**config.mk**
```make
export PLATFORM = sky130hd
export DESIGN_NAME = qcw_ocd_multi
export DESIGN_NICKNAME = d
export VERILOG_FILES = /design/src/rtl/qcw_ocd_multi.sv
export SDC_FILE = /design/constraint.sdc
export NUM_CORES = 1
export LEC_CHECK = 0
export CAP_MARGIN = 15
export CELL_PAD_IN_SITES_DETAIL_PLACEMENT = 1
export CELL_PAD_IN_SITES_GLOBAL_PLACEMENT = 2
export CORE_ASPECT_RATIO = 0.7
export CORE_MARGIN = 2
export CORE_UTILIZATION = 35
export DETAILED_ROUTE_END_ITERATION = 10
export PLACE_DENSITY = 0.86
export SLEW_MARGIN = 20
export SYNTH_ARGS = -nofsm -noshare
export SYNTH_HDL_FRONTEND = slang
export SYNTH_SLANG_ARGS = --single-unit
```
**constraint.sdc**
```tcl
create_clock -name system_clk -period 5.5 [get_ports system_clk]
set_input_delay 1.1 -clock system_clk [delete_from_list [all_inputs] [get_ports system_clk]]
set_output_delay 1.1 -clock system_clk [all_outputs]
set_load 0.01 [all_outputs]
```
**src/rtl/qcw_ocd_multi.sv**
```systemverilog
// Multi-channel QCW over-current detector: per-channel peak |current| tracking,
// consecutive over-limit counting, one-cycle halt pulse and sticky fault.

module qcw_ocd_lane #(
    parameter int ADC_WIDTH  = 10,
    parameter int TRIP_COUNT = 2,
    parameter int CNT_WIDTH  = 4
) (
    input  logic                 system_clk,
    input  logic                 reset_n,
    input  logic                 clr,
    input  logic                 upd,
    input  logic [ADC_WIDTH-1:0] limit,
    input  logic [ADC_WIDTH-1:0] sample,
    output logic [ADC_WIDTH-1:0] max_val,
    output logic                 over
);
    localparam logic [ADC_WIDTH-1:0] MID     = {1'b1, {(ADC_WIDTH-1){1'b0}}};
    localparam logic [CNT_WIDTH-1:0] CNT_MAX = '1;
    localparam logic [CNT_WIDTH-1:0] CNT_TRIP = CNT_WIDTH'(TRIP_COUNT - 1);

    logic [ADC_WIDTH-1:0] abs_val;
    logic [CNT_WIDTH-1:0] cnt;
    logic                 hit;

    // Offset-binary distance from mid-scale; tops out at MID, so no overflow.
    assign abs_val = (sample >= MID) ? sample - MID : MID - sample;
    assign hit     = (limit != '0) && (abs_val >= limit);
    assign over    = hit && (cnt == CNT_TRIP);

    always_ff @(posedge system_clk or negedge reset_n) begin
        if (!reset_n) begin
            max_val <= '0;
            cnt     <= '0;
        end else if (clr) begin
            max_val <= '0;
            cnt     <= '0;
        end else if (upd) begin
            if (abs_val > max_val)
                max_val <= abs_val;
            if (hit)
                cnt <= (cnt == CNT_MAX) ? cnt : cnt + 1'b1;
            else
                cnt <= '0;
        end
    end
endmodule

module qcw_ocd_multi #(
    parameter int CHANNELS   = 2,
    parameter int ADC_WIDTH  = 10,
    parameter int TRIP_COUNT = 2,
    parameter int CNT_WIDTH  = 4
) (
    input  logic                          system_clk,
    input  logic                          reset_n,
    input  logic                          qcw_start,
    input  logic                          qcw_done,
    input  logic [ADC_WIDTH-1:0]          ocd_limit,
    input  logic                          adc_valid,
    input  logic [CHANNELS*ADC_WIDTH-1:0] adc_dout,
    input  logic                          fault_clear,
    output logic [CHANNELS*ADC_WIDTH-1:0] current_max,
    output logic                          qcw_halt,
    output logic                          fault_latched,
    output logic [CHANNELS-1:0]           trip_channel,
    output logic                          busy
);
    typedef enum logic [1:0] {IDLE, RUN, HALT} state_t;

    state_t                              state;
    logic [ADC_WIDTH-1:0]                limit;
    logic [CHANNELS-1:0][ADC_WIDTH-1:0]  samples;
    logic [CHANNELS-1:0][ADC_WIDTH-1:0]  max_vals;
    logic [CHANNELS-1:0]                 over;
    logic                                lane_clr;
    logic                                lane_upd;

    assign samples     = adc_dout;
    assign current_max = max_vals;
    assign lane_clr    = (state == IDLE) && qcw_start;
    assign lane_upd    = (state == RUN) && adc_valid;

    for (genvar i = 0; i < CHANNELS; i++) begin : g_lane
        qcw_ocd_lane #(
            .ADC_WIDTH (ADC_WIDTH),
            .TRIP_COUNT(TRIP_COUNT),
            .CNT_WIDTH (CNT_WIDTH)
        ) u_lane (
            .system_clk(system_clk),
            .reset_n   (reset_n),
            .clr       (lane_clr),
            .upd       (lane_upd),
            .limit     (limit),
            .sample    (samples[i]),
            .max_val   (max_vals[i]),
            .over      (over[i])
        );
    end

    always_ff @(posedge system_clk or negedge reset_n) begin
        if (!reset_n) begin
            state         <= IDLE;
            limit         <= '0;
            qcw_halt      <= 1'b0;
            fault_latched <= 1'b0;
            trip_channel  <= '0;
            busy          <= 1'b0;
        end else begin
            qcw_halt <= 1'b0;
            // A trip later in this block overrides the clear.
            if (fault_clear)
                fault_latched <= 1'b0;
            case (state)
                IDLE: begin
                    if (qcw_start) begin
                        limit        <= ocd_limit;
                        trip_channel <= '0;
                        state        <= RUN;
                        busy         <= 1'b1;
                    end
                end
                RUN: begin
                    if (adc_valid && |over) begin
                        qcw_halt      <= 1'b1;
                        fault_latched <= 1'b1;
                        trip_channel  <= over;
                        state         <= HALT;
                    end else if (qcw_start || qcw_done) begin
                        state <= IDLE;
                        busy  <= 1'b0;
                    end
                end
                HALT: begin
                    if (qcw_done) begin
                        state <= IDLE;
                        busy  <= 1'b0;
                    end
                end
                default: begin
                    state <= IDLE;
                    busy  <= 1'b0;
                end
            endcase
        end
    end
endmodule

```
# --- Yosys cells after proc, flatten, opt, wreduce, memory -nomap -nowiden ---
# Index checks and enable logic that the tools add are counted.
op_classes:
  addsub: 6
  reduce_logical: 23
  muxes: 34
  n_lt_le_gt_ge: 6
  eq_ne: 14
op_table:
  columns: ["operator", "n"]
  rows:
  - ["$mux W10", 8]
  - ["$mux W4", 8]
  - ["$ge A10 B10 Y1", 2]
  - ["$ge A10 B10 Y1 const B", 2]
  - ["$gt A10 B10 Y1", 2]
  - ["$sub A10 B10 Y10 const A", 2]
  - ["$sub A10 B10 Y10 const B", 2]
  - ["$mux W2", 6]
  - ["$reduce_and A2 Y1", 5]
  - ["$reduce_bool A10 Y1", 1]
  - ["$mux W1", 9]
  - ["$add A4 B1 Y4 const B", 2]
  - ["$eq A4 B1 Y1 const B", 2]
  - ["$eq A4 B4 Y1 const B", 2]
  - ["$reduce_bool A2 Y1", 4]
  - ["$logic_and A1 B1 Y1", 7]
  - ["$ne A2 B2 Y1 const B", 3]
  - ["$pmux W2 S3", 1]
  - ["$reduce_and A3 Y1", 2]
  - ["$ne A2 B1 Y1 const B", 2]
  - ["$pmux W2 S2", 1]
  - ["$reduce_and A4 Y1", 1]
  - ["$ne A3 B1 Y1 const B", 1]
  - ["$ne A3 B2 Y1 const B", 1]
  - ["7 further kinds", 7]
word_totals:
  out_inout_bits: 25
  ff_bits: 45

# --- Longest topological paths before layout ---
# Gate-level depths: netlist (run 1).
logic_depth:
  word_depth: 9
  ltp_mapped: 12

# --- Cells and area by module ---
# Synthesis (run 1) repeated with hierarchy kept, for this count alone.
unflattened:
  cells_unflattened: 379
  hier_area_um2: 3637.2
modules_own_cells:
  columns: ["module", "cells_each", "area_per_inst_um2", "n_inst", "seq_area_each_um2"]
  rows:
  - ["qcw_ocd_lane at g_lane[0].u_lane", 173, 1510.2, 1, 350.3]
  - ["qcw_ocd_lane at g_lane[1].u_lane", 151, 1395.1, 1, 350.3]
  - ["qcw_ocd_multi", 55, 732.0, 1, 425.4]

# --- Least setup slack after synthesis (run 1) ---
# No wires, ideal clock.
synth_path:
  path_kind: "input to register"
  from: "input adc_dout[13]"
  to: "register busy"
  setup_slack_ns: 1.787
  t_required_ns: 5.374
  n_path_buf: 0
  cell_stages: 11
  arrival_ns: 3.587
  cell_sequence: "or3_1 nor3_1 a21oi_1 xnor2_1 ha_1 a211oi_1 nor2_1 o41ai_2 o22a_2 inv_2 o32a_1"
synth_between:
  elab_chain_cells: 9
  word_cells_on_any_way: 11
  cone_classes: "add/sub: 2; order compare: 2; eq/ne: 1; mux: 1; reduce/logical: 5"
synth_lines:
  columns: ["element", "line", "source"]
  rows:
  - ["start, declared", "61", "input logic [CHANNELS*ADC_WIDTH-1:0] adc_dout,"]
  - ["$sub A10 B10 Y10 / $ge A10 B10 Y1 (equally long branches)", "27", "assign abs_val = (sample >= MID) ? sample - MID : MID - sample;"]
  - ["$mux W10 (*)", "27", null]
  - ["$ge A10 B10 Y1 (*)", "28", "assign hit = (limit != '0) && (abs_val >= limit);"]
  - ["$logic_and A1 B1 Y1 (*)", "28", null]
  - ["$logic_and A1 B1 Y1 (*)", "29", "assign over = hit && (cnt == CNT_TRIP);"]
  - ["$reduce_or A2 Y1 (*)", "124", "if (adc_valid && |over) begin"]
  - ["$logic_and A1 B1 Y1 (*)", "124", null]
  - ["$ne A2 B2 Y1 (no line) (*)", null, null]
  - ["$reduce_and A4 Y1 (no line) (*)", null, null]
  - ["end signal, assigned", "120", "busy <= 1'b1;"]
  - ["end signal, assigned", "131", "busy <= 1'b0;"]
  - ["end signal, assigned", "137", "busy <= 1'b0;"]
  - ["end, declared", "67", "output logic busy"]
# Mark *: on every way between the ends. The rest lies on a longest branch, timed or not.
# A chain may end at the register's enable or synchronous reset.

# --- Worst setup path after layout (run 1) ---
layout_path:
  from: "input adc_dout[3]"
  to: "register busy"
# Same word-level chain as after synthesis.

==> impl_metrics.py, run 1 <==
metrics = {
    "grt": {
        "grt_usage_pct": 20.4,
        "grt-ovfl-total": 0,
        "antenna_found_initial": 0,
        "grt_max_degree": 46,
        "grt_pass1_wl_mm": 16.7,
        "grt_pass1_vias": 3235,
    },
    "yosys": {
        "yosys-top-cells-area": "dfrtp_1 (33%), ha_1 (17%), inv_1 (4.5%)",
        "synth_common_cells": "ha_1 (46), dfrtp_1 (45), inv_1 (40)",
        "post-synth-top-count-cell": "ha_1",
        "synth_top_area_cell": "dfrtp_1",
        "synth_top_area_share_pct": 33.5,
        "yosysSeqAreaShare_pct": 33.5,
        "synthCells": 370,
        "synth_flop_cell": "dfrtp_1",
        "avgSynthCellArea_um2": 9.09,
        "syn_nets": 452,
        "synth_edf_count": 0,
        "synth_cell_types": 53,
        "async_flop_share_pct": 100,
        "ys_ff_latch": 45,
        "synth_warnings": 0,
        "mappedNetlistArea_um2": 3360,
    },
    "sta": {
        "rsz0062_at_grt": "no",
        "fmax_mhz": 222,
        "holdWs_ns": 0.509,
        "finalCritPeriodShare_pct": 82.0,
        "fin_worst_skew_ns": 0.00385,
        "drv_slew": 0,
        "worst_pin_slew_ns": 0.710,
        "timing.setup.tns_ns": 0,
        "timing_hold_violations_final": 0,
        "post-route-min-period_ns": 4.51,
        "setup_viol": 0,
        "max-slew-margin-rel_pct": 52.2,
    },
    "cells_and_area": {
        "drive_gt1_share_pct": 7.85,
        "layout.nets": 514,
        "fin_util_pct": 46.2,
        "antenna_cells": 0,
        "syn2layout_area_growth_pct": 26.7,
    },
    "clock_network": {
        "clock_sinks": 45,
        "post_cts_buffers": 0,
        "cts_root_buf": "clkbuf_16",
        "postCtsHoldBufs": 0,
        "numCtsBuffers": 5,
        "cts.path.max_buffers": 2,
        "htree_levels": 2,
        "cts_tree": "yes",
        "clock_latency_ns": 0.29,
        "cts_resized": 0,
        "clkSlewWorstSetupHoldPaths_ns": 0.06,
    },
    "placement": {
        "dp_hpwl_mm": 7.69,
        "place_congestion": 0.771,
        "portBuffers": 60,
    },
    "flow_run": {
        "cap_violations": 0,
    },
    "die": {
        "die_h_um": 86,
        "io_pins": 61,
        "start_util_pct": 36.5,
        "rows": 29,
        "fp.coreArea_um2": 9220,
        "die_area_um2": 10400,
        "die_x_um": 121,
    },
    "detailed_routing": {
        "wirelength_mm": 9.95,
        "wl_met3_um": 393,
        "antenna_left": 0,
        "vias": 2993,
        "drt_iter0_markers": 131,
        "viasPerCell": 5.37,
        "top_layer": "met4",
        "drc": 0,
        "first_pass_iters": 4,
        "drt-met1-wl_mm": 4.95,
        "met2_length_mm": 4.52,
        "avgRoutedWirePerCell_um": 17.9,
    },
    "worst_setup_path": {
        "critPathRequiredTime_ns": 5.68,
        "crit_path_frequent_cell": "nor4_1",
        "cp_max_fo": 8,
        "worstSetupEndpointType": "flip-flop",
        "crit_family": "simple AND/OR/NAND/NOR gates",
        "crit_buf_inv": 3,
        "start_kind": "input pin",
        "crit_path_top_delay_cell": "nor4_1",
        "path_class": "input pin to flip-flop",
        "cp.arrival_ns": 4.68,
        "crit_path_cell_trace": "clkdlybuf4s50_1 -> nor4_1 -> nor2b_1 -> nand2_1 -> nor4_1 -> ha_1 -> nand4_1 -> nor3_1 -> o41ai_4 -> buf_4 -> o22a_2 -> inv_2 -> o32a_1",
        "max_stage_delay_ns": 0.55,
    },
    "power": {
        "leakage_nw": 1.88,
        "ir_worst_vdd_mv": 0.153,
        "finalPower_mw": 1.44,
        "power_density_nw_per_um2": 338,
    },
    "run_status": {
        "outcome": "complete, no violations",
    },
    "worst_hold_path": {
        "hold_path.class": "flip-flop to flip-flop",
    },
}
## registers in the layout, indices dropped and copies added (netlist names)
signal	flops
busy	1
fault_latched	1
g_lane.u_lane.cnt	8
g_lane.u_lane.max_val	20
limit	10
qcw_halt	1
state	2
trip_channel	2
## kinds of logic after synthesis
logic type	after synthesis	synth area share, %
and+or+nand+nor	116	16.6
DFF	45	33.5
AOI/OAI and AO/OA	87	18.8
muxes	13	4.28
buffers and inverters	49	6.07
adders and majority gates	46	17.1
xor gates and xnor gates	14	3.65
## placed cells by master, fill, tap and decap left out, types with 2 or more instances in the layout
master,Yosys,final
a211oi_1,6,6
a211oi_2,2,2
a21o_1,4,4
a21oi_1,20,20
a31oi_1,4,4
a41oi_1,4,4
and3_1,4,4
buf_4,1,4
clkbuf_16,0,5
clkdlybuf4s50_1,0,59
dfrtp_1,45,45
ha_1,46,46
inv_1,40,40
mux2_2,11,11
mux2i_1,2,2
nand2_1,39,39
nand2b_1,2,2
nand3_1,5,5
nand4_1,6,6
nor2_1,28,28
nor2b_1,4,4
nor3_1,9,9
nor3b_1,4,4
nor4_1,5,5
o211ai_1,4,4
o21ai_0,19,19
o2bb2ai_1,9,9
or3_1,3,3
or4_1,2,2
xnor2_1,2,2
xor2_1,12,12
## stage by stage
stage | cell area (µm²) | setup WS (ns) | std cells
final | 4260 | 0.991 | 557
after global routing | 4260 | 0.727 | 557
after CTS | 4260 | 1.01 | 557
after detailed placement | 4090 | 0.727 | 549
after global placement | 4090 | 0.893 | 549
after floorplan | 3360 | 1.79 | 370
## cell type report
class                   count  area [µm²]
clock buffers               7         143
multi-input cells         276        2030
flip-flops and latches     45        1130
inverters                  41         154
well taps                 124         155
repair buffers             63         621
clock inverters             1        30.0
fillers                  1107        4960
## power by group
group | leakage (nW) | switching, mW | internal [mW]
sequential | 0.596 | 0.0519 | 0.397
clock | 0.0841 | 0.134 | 0.227
combinational | 1.20 | 0.337 | 0.294
total | 1.88 | 0.523 | 0.918
## final timing paths
check	slack [ns]	cells past startpoint	start	end
max	0.99	13	adc_dout[3]	busy
min	0.51	1	g_lane[0].u_lane.max_val[6]	g_lane[0].u_lane.max_val[6]
max reg2reg	2.98	8	limit[0]	busy
min reg2reg	0.51	1	g_lane[0].u_lane.max_val[6]	g_lane[0].u_lane.max_val[6]
max in group asynchronous	4.26	1	reset_n	limit[9]
min in group asynchronous	0.83	1	reset_n	g_lane[0].u_lane.max_val[4]
## routing by layer
layer	GRT usage (%)	vias up
met5	0	-
met4	5.54	0
met3	3.79	6
met2	32.8	50
met1	28.1	1485
li1	-	1452
(Power assumes the default switching activity.)
==> run 2, diff against run 1 <==
Settings changed: CORE_UTILIZATION 35 to 32, PLACE_DENSITY 0.86 to 0.8.
Clock period 5.5 ns to 4.7 ns, I/O delays scaled along.
==> run 2 against run 1 <==
Against the previous run: combinational power grew 16%; core utilization shrank 4.9 points; setup slack lost 0.50 ns; sequential share of layout area grew 0.078 points; clock power is essentially flat; sequential power grew 16%; cell area shrank 0.29%; first-iteration DRC count shrank 27%; global-route usage shrank 2.9 points.
==> impl_metrics.py, run 2 (synthesized netlist as in run 1, its figures left out) <==
metrics = {
    "clock_network": {
        "clkSlewWorstSetupHoldPaths_ns": 0.07,
        "cts.path.max_buffers": 2,
        "post_cts_buffers": 0,
        "clock_sinks": 45,
        "clock_latency_ns": 0.29,
        "numCtsBuffers": 5,
        "cts_resized": 0,
        "postCtsHoldBufs": 0,
        "htree_levels": 2,
        "cts_tree": "yes",
        "cts_root_buf": "clkbuf_16",
    },
    "detailed_routing": {
        "first_pass_iters": 4,
        "drc": 0,
        "vias": 2960,
        "drt_iter0_markers": 96,
        "wirelength_mm": 9.48,
        "antenna_left": 0,
        "avgRoutedWirePerCell_um": 16.7,
        "viasPerCell": 5.23,
    },
    "die": {
        "die_h_um": 89.8,
        "io_pins": 61,
        "fp.coreArea_um2": 10300,
        "rows": 31,
        "die_x_um": 127,
        "start_util_pct": 32.7,
        "die_area_um2": 11400,
    },
    "power": {
        "power_switching_mw": 0.607,
        "intPower_mw": 1.00,
        "leakage_nw": 1.87,
        "power_density_nw_per_um2": 379,
        "combPwrFrac_pct": 45.2,
        "ir_worst_vdd_mv": 0.134,
        "clkPwrFrac_pct": 22.3,
        "finalPower_mw": 1.61,
        "swShare_pct": 37.7,
        "seq_power_share_pct": 32.5,
    },
    "sta": {
        "setup_viol": 0,
        "timing.setup.tns_ns": 0,
        "rsz0062_at_grt": "no",
        "post-route-min-period_ns": 4.21,
        "drv_slew": 0,
        "timing_hold_violations_final": 0,
        "fin_worst_skew_ns": 0.00241,
        "finalCritPeriodShare_pct": 89.6,
        "fmax_mhz": 237,
        "max-slew-margin-rel_pct": 52.4,
        "worst_pin_slew_ns": 0.707,
    },
    "grt": {
        "grt_max_degree": 46,
        "grt_usage_pct": 17.5,
        "grt_pass1_vias": 3058,
        "grt-ovfl-total": 0,
        "antenna_found_initial": 0,
        "grt_pass1_wl_mm": 15.9,
    },
    "flow_run": {
        "cap_violations": 0,
    },
    "worst_setup_path": {
        "crit_path_top_delay_cell": "o41ai_2",
        "max_stage_delay_ns": 0.56,
        "crit_family": "simple AND/OR/NAND/NOR gates",
        "start_kind": "input pin",
        "cp_max_fo": 5,
        "path_class": "input pin to flip-flop",
        "cp.arrival_ns": 4.39,
        "crit_path_cell_trace": "clkdlybuf4s50_1 -> or3_1 -> nor3_1 -> nand2_1 -> nor4_1 -> ha_1 -> nand4_1 -> nor3_1 -> o41ai_2 -> o22a_2 -> inv_2 -> o32a_1",
        "crit_buf_inv": 2,
        "critPathRequiredTime_ns": 4.88,
        "crit_path_frequent_cell": "nor3_1",
        "worstSetupEndpointType": "flip-flop",
    },
    "placement": {
        "place_congestion": 0.769,
        "place_inst": 558,
        "portBuffers": 60,
        "dp_hpwl_mm": 7.41,
    },
    "cells_and_area": {
        "fin_util_pct": 41.3,
        "top_regs": "g_lane.u_lane.max_val x20, limit x10, g_lane.u_lane.cnt x8",
        "layout_commonest_cell": "clkdlybuf4s50_1",
        "largest_reg_flops": 20,
        "antenna_cells": 0,
        "final-seq-area_um2": 1130,
        "final_cell_mix": "clkdlybuf4s50_1 (59), ha_1 (46), dfrtp_1 (45)",
        "syn2layout_area_growth_pct": 26.3,
        "fillers": 1172,
        "drive_gt1_share_pct": 8.29,
        "final_cells": 566,
        "layout.nets": 515,
        "top_register": "g_lane.u_lane.max_val",
        "multiInputGateArea_um2": 2030,
    },
    "worst_hold_path": {
        "hold_path.class": "flip-flop to flip-flop",
    },
    "run_status": {
        "outcome": "complete, no violations",
    },
}
==> run 2: final timing paths <==
path,slack [ns],end,from,cells past startpoint
setup reg to reg,2.22,busy,limit[0],8
max in group asynchronous,3.62,g_lane[1].u_lane.max_val[2],reset_n,1
setup / recovery,0.49,busy,adc_dout[13],12
hold reg to reg,0.51,busy,busy,1
hold / removal,0.51,busy,busy,1
min in group asynchronous,0.64,g_lane[0].u_lane.max_val[2],reset_n,1
==> run 2: per-layer routing <==
metal	global-route usage [%]	routed length (µm)
met1	25.5	4900
met2	26.3	4190
met3	3.51	288
met4	4.40	99
met5	0	0
==> run 2: layout make-up <==
class	instances	share of cell area, %
clock inverters	3	0.412
multi-input cells	276	47.8
repair buffers	64	14.8
flip-flops and latches	45	26.5
clock buffers	5	2.95
well taps	132	3.89
inverters	41	3.62
==> run 2: power by group through the flow <==
stage               logic (mW)  clock network [mW]  registers (mW)
global placement         0.702                   0           0.528
CTS                      0.737               0.370           0.525
global route             0.820               0.385           0.536
finish                   0.729               0.359           0.523
detailed placement       0.732                   0           0.531
floorplan                0.414                   0           0.542
==> run 2: metrics by stage <==
step | hold WS [ns] | cell area, µm² | worst slack (ns)
after global placement | 0.499 | 4100 | 0.243
final | 0.508 | 4250 | 0.488
after global routing | 0.533 | 4250 | 0.120
after floorplan | 0.498 | 3360 | 1.15
after CTS | 0.517 | 4250 | 0.504
after detailed placement | 0.498 | 4100 | 0.192
